--- config.mk ---
export PLATFORM = sky130hd
export DESIGN_NAME = uart_rx_core
export DESIGN_NICKNAME = d
export VERILOG_FILES = /design/src/rtl/uart_rx_core.sv
export SDC_FILE = /design/constraint.sdc
export NUM_CORES = 1
export LEC_CHECK = 0
export CORE_ASPECT_RATIO = 0.8
export CORE_MARGIN = 8
export CORE_UTILIZATION = 61
export CTS_CLUSTER_DIAMETER = 150
export CTS_CLUSTER_SIZE = 14
export DETAILED_ROUTE_END_ITERATION = 7
export DONT_BUFFER_PORTS = 1
export HOLD_SLACK_MARGIN = 0.08
export PLACE_DENSITY = 0.8
export SYNTH_ARGS = -nofsm -noshare
export SYNTH_HDL_FRONTEND = slang
export SYNTH_SLANG_ARGS = --single-unit
--- constraint.sdc ---
create_clock -name clk -period 2.3 [get_ports clk]
set_clock_uncertainty 0.15 [all_clocks]
set_input_delay 0.115 -clock clk [delete_from_list [all_inputs] [get_ports clk]]
set_output_delay 0.115 -clock clk [all_outputs]
set_load 0.02 [all_outputs]
--- src/rtl/uart_rx_core.sv ---
// UART serial receive engine: synchronizes the line, validates start bits, samples
// each bit at mid-period and hands completed words out over a valid/ready handshake.
module uart_rx_core #(
    parameter int CLKS_PER_BIT = 16,
    parameter int DATA_BITS    = 8,
    parameter int PARITY_EN    = 0,
    parameter int PARITY_ODD   = 0
) (
    input  logic                 clk,
    input  logic                 rst,
    input  logic                 uart_rx,
    output logic [DATA_BITS-1:0] rx_data,
    output logic                 rx_valid,
    input  logic                 rx_ready,
    output logic                 framing_err,
    output logic                 parity_err,
    output logic                 overrun_err,
    output logic                 busy
);

    localparam int CW = $clog2(CLKS_PER_BIT);
    localparam logic [CW-1:0] HALF_LOAD = CW'(CLKS_PER_BIT / 2 - 1);
    localparam logic [CW-1:0] FULL_LOAD = CW'(CLKS_PER_BIT - 1);
    localparam logic [2:0]    LAST_BIT  = 3'(DATA_BITS - 1);
    localparam logic          ODD_SEL   = (PARITY_ODD != 0);

    localparam logic [2:0] IDLE   = 3'd0;
    localparam logic [2:0] START  = 3'd1;
    localparam logic [2:0] DATA   = 3'd2;
    localparam logic [2:0] PARITY = 3'd3;
    localparam logic [2:0] STOP   = 3'd4;

    logic                 syncA_q, syncA_d;
    logic                 rsSync_q, rsSync_d;
    logic                 rsPrev_q, rsPrev_d;
    logic [1:0]           fill_q, fill_d;
    logic [2:0]           state_q, state_d;
    logic [CW-1:0]        cnt_q, cnt_d;
    logic [2:0]           bitIdx_q, bitIdx_d;
    logic [DATA_BITS-1:0] shift_q, shift_d;
    logic                 parFail_q, parFail_d;
    logic [DATA_BITS-1:0] data_q, data_d;
    logic                 valid_q, valid_d;
    logic                 ferr_q, ferr_d;
    logic                 perr_q, perr_d;
    logic                 oerr_q, oerr_d;

    logic accept;
    logic cntZero;

    assign accept  = valid_q && rx_ready;
    assign cntZero = (cnt_q == '0);

    always_comb begin
        syncA_d   = uart_rx;
        rsSync_d  = syncA_q;
        rsPrev_d  = rsSync_q;
        // Edge detection is held off until the delayed flop carries a real line sample,
        // so a line already low when reset releases is never taken as a start.
        fill_d    = (fill_q == 2'd3) ? fill_q : fill_q + 2'd1;
        state_d   = state_q;
        cnt_d     = cnt_q;
        bitIdx_d  = bitIdx_q;
        shift_d   = shift_q;
        parFail_d = parFail_q;
        data_d    = data_q;
        valid_d   = valid_q;
        ferr_d    = 1'b0;
        perr_d    = 1'b0;
        oerr_d    = 1'b0;

        if (accept) begin
            valid_d = 1'b0;
        end

        case (state_q)
            IDLE: begin
                if (fill_q == 2'd3 && rsPrev_q && !rsSync_q) begin
                    state_d   = START;
                    cnt_d     = HALF_LOAD;
                    parFail_d = 1'b0;
                end
            end
            START: begin
                if (!cntZero) begin
                    cnt_d = cnt_q - CW'(1);
                end else if (rsSync_q) begin
                    state_d = IDLE;
                end else begin
                    state_d  = DATA;
                    cnt_d    = FULL_LOAD;
                    bitIdx_d = 3'd0;
                end
            end
            DATA: begin
                if (!cntZero) begin
                    cnt_d = cnt_q - CW'(1);
                end else begin
                    shift_d = {rsSync_q, shift_q[DATA_BITS-1:1]};
                    cnt_d   = FULL_LOAD;
                    if (bitIdx_q == LAST_BIT) begin
                        state_d = (PARITY_EN != 0) ? PARITY : STOP;
                    end else begin
                        bitIdx_d = bitIdx_q + 3'd1;
                    end
                end
            end
            PARITY: begin
                if (!cntZero) begin
                    cnt_d = cnt_q - CW'(1);
                end else begin
                    parFail_d = (rsSync_q != ((^shift_q) ^ ODD_SEL));
                    state_d   = STOP;
                    cnt_d     = FULL_LOAD;
                end
            end
            STOP: begin
                if (!cntZero) begin
                    cnt_d = cnt_q - CW'(1);
                end else begin
                    // A bad stop bit outranks parity; only clean frames reach the handshake.
                    state_d = IDLE;
                    if (!rsSync_q) begin
                        ferr_d = 1'b1;
                    end else if (parFail_q) begin
                        perr_d = 1'b1;
                    end else if (!valid_q || accept) begin
                        data_d  = shift_q;
                        valid_d = 1'b1;
                    end else begin
                        oerr_d = 1'b1;
                    end
                end
            end
            default: begin
                state_d = IDLE;
            end
        endcase
    end

    always_ff @(posedge clk) begin
        if (rst) begin
            syncA_q   <= 1'b1;
            rsSync_q  <= 1'b1;
            rsPrev_q  <= 1'b1;
            fill_q    <= 2'd0;
            state_q   <= IDLE;
            cnt_q     <= '0;
            bitIdx_q  <= 3'd0;
            shift_q   <= '0;
            parFail_q <= 1'b0;
            data_q    <= '0;
            valid_q   <= 1'b0;
            ferr_q    <= 1'b0;
            perr_q    <= 1'b0;
            oerr_q    <= 1'b0;
        end else begin
            syncA_q   <= syncA_d;
            rsSync_q  <= rsSync_d;
            rsPrev_q  <= rsPrev_d;
            fill_q    <= fill_d;
            state_q   <= state_d;
            cnt_q     <= cnt_d;
            bitIdx_q  <= bitIdx_d;
            shift_q   <= shift_d;
            parFail_q <= parFail_d;
            data_q    <= data_d;
            valid_q   <= valid_d;
            ferr_q    <= ferr_d;
            perr_q    <= perr_d;
            oerr_q    <= oerr_d;
        end
    end

    assign rx_data     = data_q;
    assign rx_valid    = valid_q;
    assign framing_err = ferr_q;
    assign parity_err  = perr_q;
    assign overrun_err = oerr_q;
    assign busy        = (state_q != IDLE);

endmodule
Word level (Yosys, flattened, before mapping)
Index checks and enable logic that the tools add are counted.
{ "classes": {"addsub": 3, "n_eq_ne": 17, "mux": 31, "n_bitwise": 4, "reduce_logical": 23} }
{ "op_table": {"columns": ["operator", "n"], "rows": [
  ["$mux 3", 10],
  ["$mux 4", 5],
  ["$ne 2x2->1 const B", 9],
  ["$pmux 4 s4", 1],
  ["$pmux 3 s5", 1],
  ["$mux 1", 11],
  ["$reduce_and 5->1", 2],
  ["$reduce_xor 8->1", 1],
  ["$eq 3x2->1 const B", 2],
  ["$eq 3x3->1 const B", 2],
  ["$pmux 3 s2", 1],
  ["$reduce_and 6->1", 1],
  ["$reduce_or 5->1", 1],
  ["$logic_not 4->1", 1],
  ["$not 1->1", 4],
  ["$reduce_and 4->1", 1],
  ["$reduce_bool 2->1", 2],
  ["$reduce_bool 4->1", 1],
  ["$reduce_or 4->1", 1],
  ["$sub 4x1->4 const B", 1],
  ["$add 3x1->3 const B", 1],
  ["$eq 3x1->1 const B", 1],
  ["$logic_and 1x1->1", 3],
  ["$logic_not 3->1", 1],
  ["13 further kinds", 14]
]} }
{ "totals": {"register_bits": 36, "output_inout_bits": 13, "wordCells": 92} }

Longest topological paths before layout
Gate-level depths: netlist of run 1.
{ "depth": {"word_depth": 7, "ltp_mapped": 8} }

Worst setup path after synthesis of run 1
Ideal clock, no wire load.
{ "synth_timing": {"path_kind": "reg2reg", "startpoint": "reg cnt_q[0]", "endpoint": "reg shift_q[7]", "setup_time_ps": 128, "t_arrival_ps": 1735, "t_required_ps": 2022, "slack_ps": 287, "stages_incl_launch_ff": 9, "path_buffers": 2, "cell_sequence": "dfxtp_1 -> inv_1 -> ha_1 -> or3b_1 -> buf_6 -> or3_1 -> buf_6 -> mux2i_1 -> nor2_1"} }
{ "synth_via": {"elab_chain_len": 2} }
{ "synth_rtl": {"columns": ["element", "line", "source"], "rows": [
  ["from (decl)", "38", "logic [CW-1:0] cnt_q, cnt_d;"],
  ["from (signal assigned)", "163", "cnt_q <= cnt_d;"],
  ["$logic_not 4->1", "52", "assign cntZero = (cnt_q == '0);"],
  ["$reduce_and 2->1 (no source line)", null, null],
  ["to (signal assigned)", "165", "shift_q <= shift_d;"],
  ["to (decl)", "40", "logic [DATA_BITS-1:0] shift_q, shift_d;"]
]} }
No other way between the ends.
A chain may end at the register's enable or synchronous reset.

Final worst setup path of run 1
{ "layout_timing": {"startpoint": "reg cnt_q[0]", "endpoint": "reg data_q[7] (netlist: rx_data[7])"} }
{ "layout_via": {"elab_chain_len": 2} }
{ "layout_rtl": {"columns": ["element", "line", "source"], "rows": [
  ["$logic_not 4->1", "52", null],
  ["$reduce_and 5->1 (no source line)", null, null],
  ["to (signal assigned)", "167", "data_q <= data_d;"],
  ["to (decl)", "42", "logic [DATA_BITS-1:0] data_q, data_d;"]
]} }
No other way between the ends.

==> metrics.md, run 1 <==
| Metric | Value |
|---|---|
| Die Wd | `between 70 and 80 um` |
| Hold path cells | `2` |
| Final layout net count | `189` |
| Total global routing track utilization | `approximately 15%` |
| Detail-routed net length per standard cell | `14.7 um` |
| Power per cell area | `657 nW/um2` |
| Final count of negative-setup-slack endpoints | `0` |
| Worst-skew pair later-pin latency | `340 ps` |
| Cell-internal power | `0.000903 W` |
| Number of filler cells placed in the layout | `210` |
| Peak Freq | `roughly 0.47 GHz` |
| Leading cell type in the layout, fill and taps excluded | `dfxtp_1` |
| CTS clock-pin slew for the worst setup and hold paths | `110 ps` |
| Pin count of the biggest net entering global routing | `33` |
| Detail Route Antenna Nets | `0` |
| Final worst-path cycle share | `93.4%` |
| Path class of the lowest-slack min-delay path | `input pin to flip-flop` |
| Proportion of synthesized chip area in sequential cells | `a little over two fifths` |
| Total wire length after detailed routing | `~3200 um` |
| Leakage power figure | `0.688 nW` |
| Post-Synthesis Net Count | `184` |
| Remaining routing DRC violations | `0` |
| Root Buffer | `clkbuf_4` |
| Number of clock buffers inserted by TritonCTS | `5` |
| Final hold violation count | `0` |
| Unrepaired setup endpoints after global routing | `false` |
| Pin slew with the least headroom to its limit | `~1100 ps` |
| Synthesized flop and latch total | `36` |
| Highest-count cells in the layout ignoring fill and taps | `36 x dfxtp_1, 20 x nor2_1, 13 x o21ai_0` |
| Detailed Place HPWL | `around 2300 um` |
| Cell variety after synth | `44` |
| Rel. slew slack | `29.7%` |
| Yosys warning total | `0` |
| Top-level I/O count | `17` |
| Total die area | `between 4000 and 5000 um2` |
| Global-route congestion overflow total | `0` |
| Arrival time of data at the critical path endpoint | `between 2000 and 2500 ps` |
| Maximum buffer depth of the clock tree | `2` |
| Instance area after placement | `1670 um2` |
| Number of instances in the synthesized netlist | `approximately 180` |
| Predominant post-synthesis flop cell | `dfxtp_1` |
| Final standard cell area without fillers | `1790 um2` |
| Number of cells traversed by the worst register-to-register path | `8` |
| Launch point of the worst hold path | `uart_rx` |
| Post-synth ARST share | `0%` |
| Total Neg Setup Slack | `0 ps` |
| Number of clock sinks seen by CTS | `36` |
| Startpoint of the worst register-to-register path | `cnt_q[0]$_SDFFE_PP0P_` |
| Fraction of power consumed by the clock network | `37.0%` |
| Average via count per standard cell | `5.96` |
| Sw power | `0.000270 W` |
| Detailed-routing iteration count for the pre-antenna-repair pass | `4` |
| Number of H-tree levels | `2` |
| Cell row count | `17` |
| Max-capacitance violation count | `0` |
| Initial antenna violation count | `0` |
| First DRT Iteration DRCs | `92` |
| Die Y | `62.4 um` |
| Critical Path Fanout Max | `8` |
| Capturing point of the worst reg2reg path | `rx_data[7]$_SDFFE_PP0P_` |
| Slack of the worst reg-to-reg path | `150 ps` |
| Synthesized area | `1640 um2` |
| Share of total power consumed by net switching | `around 23%` |
| Synth-to-layout area growth | `8.60%` |
| CP Class | `flip-flop to flip-flop` |
| Via count | `1311` |
| Type of destination of the critical path | `flip-flop` |
| Antenna Cells | `0` |
| Worst min-delay path endpoint | `rsSync_d$_SDFF_PP1_` |
| Part of the total power dissipated in sequential elements | `55.3%` |
| Effective utilization at floorplan | `a little over 60%` |
| First-pass GRT wire length | `5400 um` |
| Final slew viol count | `0` |
| Number of synthesized flops with an enable pin | `0` |
| Area of the core | `2660 um2` |
| Worst setup SP type | `flip-flop` |
| Layout cells sized above 1 | `12.1%` |
| Input/output buffers | `0` |
| Maximum vdd ir drop | `0.393 mV` |
| Average footprint of a synthesized cell | `a little over 9 um2` |
| TritonCTS clock tree | `yes` |
| Min Tclk post-route | `around 2100 ps` |
| Combinational share of power | `7.7%` |
| Number of global-route vias before repair | `1179` |
| Outcome | `complete, no violations` |
| Placer's final routability congestion estimate | `0.879` |
| WP data required | `about 2400 ps` |
power groups by stage:
stage	registers (W)	logic (W)	clock network, W
final	0.000649	0.0000900	0.000434
after global routing	0.000651	0.000101	0.000470
after CTS	0.000649	0.0000890	0.000444
after detailed placement	0.000663	0.0000769	0
after global placement	0.000661	0.0000733	0
after floorplan	0.000658	0.0000711	0
final cells by class:
class / count / area (um2) / area share, %
multi-input combinational: 121 / 840 / 47.0
sequential: 36 / 721 / 40.4
inverter: 9 / 33.8 / 1.89
clock buffer: 6 / 41.3 / 2.31
timing repair buffer: 8 / 67.6 / 3.78
clock inverter: 2 / 35.0 / 1.96
tap: 38 / 47.5 / 2.66
worst max-delay path, cell delays in order (launching register included):
cell and delay, ps:
dfxtp_1 350, inv_1 100, ha_1 230, or3b_1 400, buf_4 180, nor4b_4 240, buf_4 180, nand3_1 90
a21oi_1 140
sequential cells by signal (all words and copies together), names as in the netlist:
signal       cells
bitIdx_q         3
cnt_q            4
fill_q           2
framing_err      1
overrun_err      1
parFail_q        1
parity_err       1
rsPrev_d         1
rsPrev_q         1
rsSync_d         1
rx_data          8
rx_valid         1
shift_q          8
state_q          3
how the worst max path moves through the flow:
stage	cells past startpoint	slack, ps	to	start
2_1_floorplan	8	290	shift_q[7]$_SDFFE_PP0P_	cnt_q[0]$_SDFFE_PP0P_
3_3_place_gp	6	250	shift_q[1]$_SDFFE_PP0P_	cnt_q[0]$_SDFFE_PP0P_
3_5_place_dp	6	170	shift_q[7]$_SDFFE_PP0P_	cnt_q[0]$_SDFFE_PP0P_
4_1_cts	6	90	shift_q[4]$_SDFFE_PP0P_	cnt_q[0]$_SDFFE_PP0P_
5_1_grt	8	0.7	rx_data[5]$_SDFFE_PP0P_	cnt_q[0]$_SDFFE_PP0P_
6_report	8	150	rx_data[7]$_SDFFE_PP0P_	cnt_q[0]$_SDFFE_PP0P_
logic make-up (layout without fill, tap and decap cells):
| logic type | Yosys count | count (layout) | synth area share [%] |
|---|---|---|---|
| compound gates | 40 | 40 | 16.2 |
| simple gates | 58 | 58 | 19.7 |
| buf+inv | 19 | 25 | 5.40 |
| mux | 10 | 10 | 6.09 |
| xor+xnor | 8 | 8 | 5.10 |
| fa+ha+maj | 5 | 5 | 3.65 |
| flops | 36 | 36 | 43.8 |
what timing repair did:
item                                    4_1_cts  5_1_grt
hold buffers                                  3        0
gates resized for setup                       0        1
setup buffers                                 0        1
hold endpoints to repair                     36        0
endpoints found under the setup margin        0       13
metrics by stage:
stage / utilization [%] / cells / setup slack, ps / power [W] / hold WS, ps
6_report: 67.2 / 220 / 152 / 0.00117 / 259
5_1_grt: 67.2 / 220 / 0.723 / 0.00122 / 252
4_1_cts: 66.7 / 219 / 94.4 / 0.00118 / 244
3_5_place_dp: 62.7 / 208 / 174 / 0.000740 / 40.3
3_3_place_gp: 62.7 / 208 / 249 / 0.000735 / 37.6
2_1_floorplan: - / 176 / 287 / 0.000729 / 68.8
synthesized netlist by cell type, types with 2 or more instances:
| cell | instances | area share [%] |
|---|---|---|
| nand3_1 | 9 | 2.7 |
| a22oi_1 | 2 | 0.91 |
| dfxtp_1 | 36 | 44 |
| nor3_1 | 3 | 0.91 |
| xnor2_1 | 6 | 3.2 |
| or3_1 | 3 | 1.1 |
| ha_1 | 4 | 3.0 |
| a221oi_1 | 2 | 1.1 |
| nand2b_1 | 3 | 1.1 |
| or3b_2 | 2 | 1.1 |
| nor2_1 | 20 | 4.6 |
| o21ai_0 | 13 | 4.0 |
| a21oi_1 | 12 | 3.7 |
| nand2_1 | 6 | 1.4 |
| clkbuf_1 | 5 | 1.1 |
| or2_2 | 3 | 1.1 |
| mux2i_1 | 10 | 6.1 |
| buf_2 | 2 | 0.61 |
| inv_1 | 9 | 2.1 |
| buf_6 | 2 | 1.4 |
per-layer routing:
metal  GRT usage, %  part of all wire, %
met1           18.1                   44
met4           6.72                 0.77
met5              0                    0
met3           4.97                  7.7
met2           21.8                   47
Power figures use the tool's default switching activity.
==> inputs of run 2 (changes only) <==
CORE_ASPECT_RATIO = not set   (was 0.8)
CTS_CLUSTER_SIZE = not set   (was 14)
HOLD_SLACK_MARGIN = not set   (was 0.08)
==> run 2 against run 1 <==
  * Clock power hardly changed
  * Power is 0.35% lower
  * Sequential share of layout area is 0.49 points higher
  * Critical path type unchanged
  * Final area is 1.2% lower
  * Cell count is 3.6% lower
  * Combinational power is 2.4% lower
  * Via count is 4.1% lower
  * Worst hold slack worse by 220 ps
==> metrics.md, run 2 (synthesized netlist as in run 1, its figures left out) <==
| Metric | Value |
|---|---|
| Outcome | `complete, no violations` |
| Max-capacitance violation count | `0` |
| Critical Path Fanout Max | `8` |
| Top-level I/O count | `17` |
| Final cell count without fillers | `~210` |
| Cell row count | `19` |
| Instance area after placement | `1660 um2` |
| Effective utilization at floorplan | `61.7%` |
| Detailed-routing iteration count for the pre-antenna-repair pass | `4` |
| Part of the total power dissipated in sequential elements | `55.5%` |
| Slack of the worst reg-to-reg path | `140 ps` |
| Number of clock buffers inserted by TritonCTS | `5` |
| Max incr delay on CP | `~560 ps` |
| WP data required | `2350 ps` |
| Average via count per standard cell | `5.93` |
| Number of clock sinks seen by CTS | `36` |
| Pin count of the biggest net entering global routing | `33` |
| Worst-skew pair later-pin latency | `340 ps` |
| Final layout net count | `188` |
| Placer's final routability congestion estimate | `0.804` |
| Final worst-path cycle share | `94.0%` |
| Final Util | `about 66%` |
| Leading cell type in the layout, fill and taps excluded | `dfxtp_1` |
| Final count of negative-setup-slack endpoints | `0` |
| Highest-count cells in the layout ignoring fill and taps | `36 x dfxtp_1, 20 x nor2_1, 13 x o21ai_0` |
| Number of global-route vias before repair | `between 1000 and 1500` |
| First DRT Iteration DRCs | `150` |
| Total wire length after detailed routing | `~3000 um` |
| Cell-by-cell listing of the critical path | `inv_1 -> ha_1 -> or3b_1 -> or3_1 -> mux2i_1 -> nor2_1` |
| Path class of the lowest-slack min-delay path | `input pin to flip-flop` |
| Total Neg Setup Slack | `0 ps` |
| Worst setup SP type | `flip-flop` |
| Detail-routed net length per standard cell | `between 10 and 15 um` |
| First-pass GRT wire length | `~5000 um` |
| Combinational share of power | `7.5%` |
| Die Y | `67.9 um` |
| Via count | `1257` |
| Type of destination of the critical path | `flip-flop` |
| Synth-to-layout area growth | `7.31%` |
| Number of buffers inserted to repair setup after CTS | `0` |
| Peak Freq | `0.462 GHz` |
| CTS clock-pin slew for the worst setup and hold paths | `100 ps` |
| Layout cells sized above 1 | `11.0%` |
| Final standard cell area without fillers | `1760 um2` |
| Final hold violation count | `0` |
| Sw power | `between 0.0002 and 0.0003 W` |
| Cell-internal power | `between 0.0009 and 0.001 W` |
| Pin slew with the least headroom to its limit | `1060 ps` |
| Share of total power consumed by net switching | `22.8%` |
| Initial antenna violation count | `0` |
| Number of H-tree levels | `2` |
| Final slew viol count | `0` |
| Area of the core | `2660 um2` |
| Arrival time of data at the critical path endpoint | `about 2200 ps` |
| Maximum buffer depth of the clock tree | `2` |
| Maximum vdd ir drop | `about 0.60 mV` |
| Antenna Cells | `0` |
| Min Tclk post-route | `2160 ps` |
| Die Wd | `between 60 and 70 um` |
| Placed Instances | `201` |
| Crit path max-delay cell type | `or3_1` |
| Global-route congestion overflow total | `0` |
| Input/output buffers | `0` |
| Root Buffer | `clkbuf_4` |
| Total die area | `roughly 4600 um2` |
| Rel. slew slack | `roughly 29%` |
| Remaining routing DRC violations | `0` |
| Unrepaired setup endpoints after global routing | `false` |
| TritonCTS clock tree | `yes` |
| Fraction of power consumed by the clock network | `a little under two fifths` |
| Total global routing track utilization | `14.0%` |
| CP Class | `flip-flop to flip-flop` |
| Detail Route Antenna Nets | `0` |
| Detailed Place HPWL | `2200 um` |
| Leakage power figure | `between 0.6 and 0.7 nW` |
| Power per cell area | `~660 nW/um2` |
## run 2: cell count changes in the layout (fill, tap and decap cells not counted)
cell	delta
buf_4	-1
or3_1	+1
or3_4	-1
## run 2: path summary, 6_finish.rpt
| path | start | depth (start not counted) | to |
|---|---|---|---|
| min | rx_ready | 2 | overrun_err$_SDFF_PP0_ |
| max | cnt_q[0]$_SDFFE_PP0P_ | 6 | shift_q[7]$_SDFFE_PP0P_ |
| max reg2reg | cnt_q[0]$_SDFFE_PP0P_ | 6 | shift_q[7]$_SDFFE_PP0P_ |
| min reg2reg | rsSync_d$_SDFF_PP1_ | 1 | rsPrev_d$_SDFF_PP1_ |
## run 2: metrics by stage
step                hold WS [ps]  total power, W  setup WS, ps
finish                      43.2         0.00117           137
global route                72.2         0.00121          12.5
global placement            38.7        0.000735           261
floorplan                   68.8        0.000729           287
CTS                         23.1         0.00118           139
detailed placement          41.3        0.000739           215
## run 2: power by group through the flow
stage,registers (W),clock network (W),logic (W)
floorplan,0.000658,0,0.0000711
global placement,0.000661,0,0.0000734
detailed placement,0.000663,0,0.0000759
CTS,0.000648,0.000443,0.0000879
global route,0.000650,0.000466,0.0000974
finish,0.000648,0.000433,0.0000878
## run 2: worst max-delay path, delay by kind of cell, from the launching register on
kind	cells	cell delay (ps)
simple gates	3	990
flops	1	340
fa+ha+maj	1	220
mux	1	220
buf+inv	1	80
## run 2: layout make-up
cell class              instances  area [um2]
fillers                       217         898
multi-input cells             121         835
flip-flops and latches         36         721
repair buffers                  7        60.1
clock buffers                   6        41.3
well taps                      31        38.8
clock inverters                 2        35.0
inverters                       9        33.8
## run 2: what timing repair did
item	CTS	global route
hold endpoints to repair	36	0
resized for setup	0	0
hold buffers	3	0
## run 2: routing by layer
layer  vias up  share of wire [%]  GRT usage (%)
met1       578                 44           16.1
met4         0                1.5           5.63
met3         7                7.5           6.06
li1        638                  -              -
met2        34                 47           22.5
met5         -                  0              0
==> inputs of run 3 (changes only) <==
ABC_AREA = 1   (was not set)
SLEW_MARGIN = 15   (was not set)
==> run 3 against run 2 <==
  * Sequential power rose by 23%
  * Via count is 12% higher
  * Count of clock-buffer cells in the layout unchanged
  * Final area up 0.57%
  * Maximum frequency rose by 23%
  * Worst setup slack improved by 400 ps
  * Die area increased by 3.0%
  * First-iteration DRC count fell by 43%
  * Cell count is 27% higher
==> metrics.md, run 3 <==
| Metric | Value |
|---|---|
| Outcome | `complete, no violations` |
| Pin count of the biggest net entering global routing | `26` |
| Synth-to-layout area growth | `3.88%` |
| Antenna Cells | `0` |
| Number of clock buffers inserted by TritonCTS | `5` |
| Launch point of the worst hold path | `rst` |
| Final slew viol count | `0` |
| Die Y | `68.9 um` |
| Share of the synthesized area in compound gates (AO/OA/AOI/OAI) | `15.0%` |
| Die Wd | `around 69 um` |
| Placer's final routability congestion estimate | `0.849` |
| Path class of the lowest-slack min-delay path | `input pin to flip-flop` |
| Number of buffers inserted to repair setup after CTS | `0` |
| Post-layout total power | `0.00174 W` |
| Total global routing track utilization | `around 16%` |
| Leading cell type in the layout, fill and taps excluded | `nand2_1` |
| Initial antenna violation count | `0` |
| Predominant post-synthesis flop cell | `dfxtp_1` |
| Most frequently used cell type in the post-synthesis netlist | `nand2_1` |
| Maximum vdd ir drop | `0.746 mV` |
| Global-route congestion overflow total | `0` |
| WP data required | `between 2000 and 2500 ps` |
| Final worst-path cycle share | `76.5%` |
| Arrival time of data at the critical path endpoint | `1880 ps` |
| Cell-internal power | `0.00105 W` |
| Cell variety after synth | `24` |
| Number of synthesized flops with an enable pin | `0` |
| Number of instances in the synthesized netlist | `234` |
| CP startpoint | `cnt_q[0]$_SDFFE_PP0P_` |
| Layout cells sized above 1 | `8.37%` |
| Adder-cell share of the synthesized area | `2.93%` |
| Hold WS | `roughly 120 ps` |
| Maximum buffer depth of the clock tree | `2` |
| Detail Route Antenna Nets | `0` |
| Part of the total power dissipated in sequential elements | `45.6%` |
| Post-synthesis simple-gate area fraction | `27.5%` |
| Startpoint of the worst register-to-register path | `cnt_q[0]$_SDFFE_PP0P_` |
| Unrepaired setup endpoints after global routing | `false` |
| Detail-routed net length per standard cell | `around 12 um` |
| Pin slew with the least headroom to its limit | `slightly below 700 ps` |
| First-pass GRT wire length | `5560 um` |
| Power per cell area | `983 nW/um2` |
| Fraction of power consumed by the clock network | `18.1%` |
| Total Neg Setup Slack | `0 ps` |
| Xor and xnor fraction of the mapped netlist area | `~1.5%` |
| Post-Synthesis Net Count | `242` |
| Cell taking the most area after synthesis | `dfxtp_1` |
| First DRT Iteration DRCs | `85` |
| Synthesized area | `~1700 um2` |
| Effective utilization at floorplan | `between 60 and 70%` |
| Timing endpoint of the critical path | `bitIdx_q[2]$_SDFFE_PP0P_` |
| Slack of the worst reg-to-reg path | `540 ps` |
| Critical Path Fanout Max | `17` |
| Min Tclk post-route | `1760 ps` |
| Number of global-route vias before repair | `1291` |
| Highest-count cells in the layout ignoring fill and taps | `49 x nand2_1, 36 x inv_1, 36 x dfxtp_1` |
| Peak Freq | `roughly 0.57 GHz` |
| Combinational share of power | `about 36%` |
| Total die area | `4750 um2` |
| Detailed Place HPWL | `2200 um` |
| Total wire length after detailed routing | `about 3200 um` |
| Number of clock sinks seen by CTS | `36` |
| Number of cells traversed by the worst register-to-register path | `10` |
| Max-capacitance violation count | `0` |
| Top cells by count, synth | `49 x nand2_1, 36 x dfxtp_1, 36 x inv_1` |
| Largest cells by area after synthesis | `dfxtp_1 42%, nand2_1 11%, inv_1 7.9%` |
| Worst-skew pair later-pin latency | `about 350 ps` |
| Root Buffer | `clkbuf_4` |
| Detailed-routing iteration count for the pre-antenna-repair pass | `4` |
| Synthesized flop and latch total | `36` |
| Remaining routing DRC violations | `0` |
| Worst setup SP type | `flip-flop` |
| Capturing point of the worst reg2reg path | `bitIdx_q[2]$_SDFFE_PP0P_` |
| Sw power | `0.000694 W` |
| Average footprint of a synthesized cell | `7.30 um2` |
| Combinational family with the most area after synthesis | `simple AND/OR/NAND/NOR gates` |
| Post-synth ARST share | `0%` |
| Multiplexer area fraction after synthesis | `0%` |
| Yosys warning total | `0` |
| Final layout net count | `247` |
| Type of destination of the critical path | `flip-flop` |
| Final count of negative-setup-slack endpoints | `0` |
| CP Class | `flip-flop to flip-flop` |
| Number of H-tree levels | `2` |
| Share of total power consumed by net switching | `39.8%` |
| TritonCTS clock tree | `yes` |
| Area of the core | `2710 um2` |
| Average via count per standard cell | `5.21` |
| Final hold violation count | `0` |
| Rel. slew slack | `54.8%` |
| Area share of the largest cell type after synthesis | `42.2%` |
| Input/output buffers | `0` |
| Leakage power figure | `about 0.83 nW` |
| Via count | `1407` |
| CTS clock-pin slew for the worst setup and hold paths | `between 100 and 150 ps` |
| Proportion of synthesized chip area in sequential cells | `42.2%` |
| Cell row count | `19` |
| Top-level I/O count | `17` |
==> run 3: cell families after synthesis <==
kind of cell / after synthesis
simple gates: 101
compound gates: 49
buf+inv: 41
flops: 36
fa+ha+maj: 4
xor+xnor: 3
==> run 3: power groups by stage <==
stage / combinational (W) / clock (W) / sequential, W
2_1_floorplan: 0.000544 / 0 / 0.000793
3_3_place_gp: 0.000612 / 0 / 0.000808
3_5_place_dp: 0.000622 / 0 / 0.000810
4_1_cts: 0.000632 / 0.000326 / 0.000796
5_1_grt: 0.000732 / 0.000342 / 0.000809
6_report: 0.000634 / 0.000316 / 0.000795
==> run 3: routing by layer <==
metal | global-route usage, % | wire (um) | vias up
met1 | 19.4 | 1520 | 622
met3 | 5.49 | 286 | 7
li1 | - | - | 746
met2 | 22.4 | 1310 | 32
met5 | 0 | 0 | -
met4 | 10.0 | 48 | 0
==> run 3: final cells by class <==
type                       count  area (um2)
clock buffer                   6        41.3
clock inverter                 1        5.00
fill                         249         936
inverter                      36         135
multi-input combinational    157         803
sequential                    36         721
tap                           31        38.8
timing repair buffer           3        30.0
==> run 3: what timing repair did <==
item | in CTS | in global routing
hold buffers | 3 | 0
endpoints found under the hold margin | 10 | 0
gates resized for setup | 0 | 0
==> run 3: stage by stage <==
step                      utilization [%]  cell area [um2]  instances  setup WS, ps
after global placement               62.6             1700        260           654
final                                65.5             1770        270           540
after global routing                 65.5             1770        270           293
after floorplan                         -             1710        234           758
after detailed placement             62.6             1700        260           580
after CTS                            65.5             1770        270           550
==> run 3: worst max-delay path, cell delays in order (launching register included) <==
cell and delay, ps:
dfxtp_1 320, inv_1 90, ha_1 230, nand3_4 120, inv_1 160, nand2_2 200, inv_1 110, nand2_1 70
inv_1 70, nand2_1 50, a21oi_1 110
==> run 3: worst min-delay path by stage <==
stage,depth (start not counted),to
2_1_floorplan,1,rsSync_d$_SDFF_PP1_
3_3_place_gp,1,bitIdx_q[2]$_SDFFE_PP0P_
3_5_place_dp,1,state_q[0]$_SDFFE_PP0P_
4_1_cts,3,cnt_q[3]$_SDFFE_PP0P_
5_1_grt,3,rx_data[6]$_SDFFE_PP0P_
6_report,3,state_q[1]$_SDFFE_PP0P_
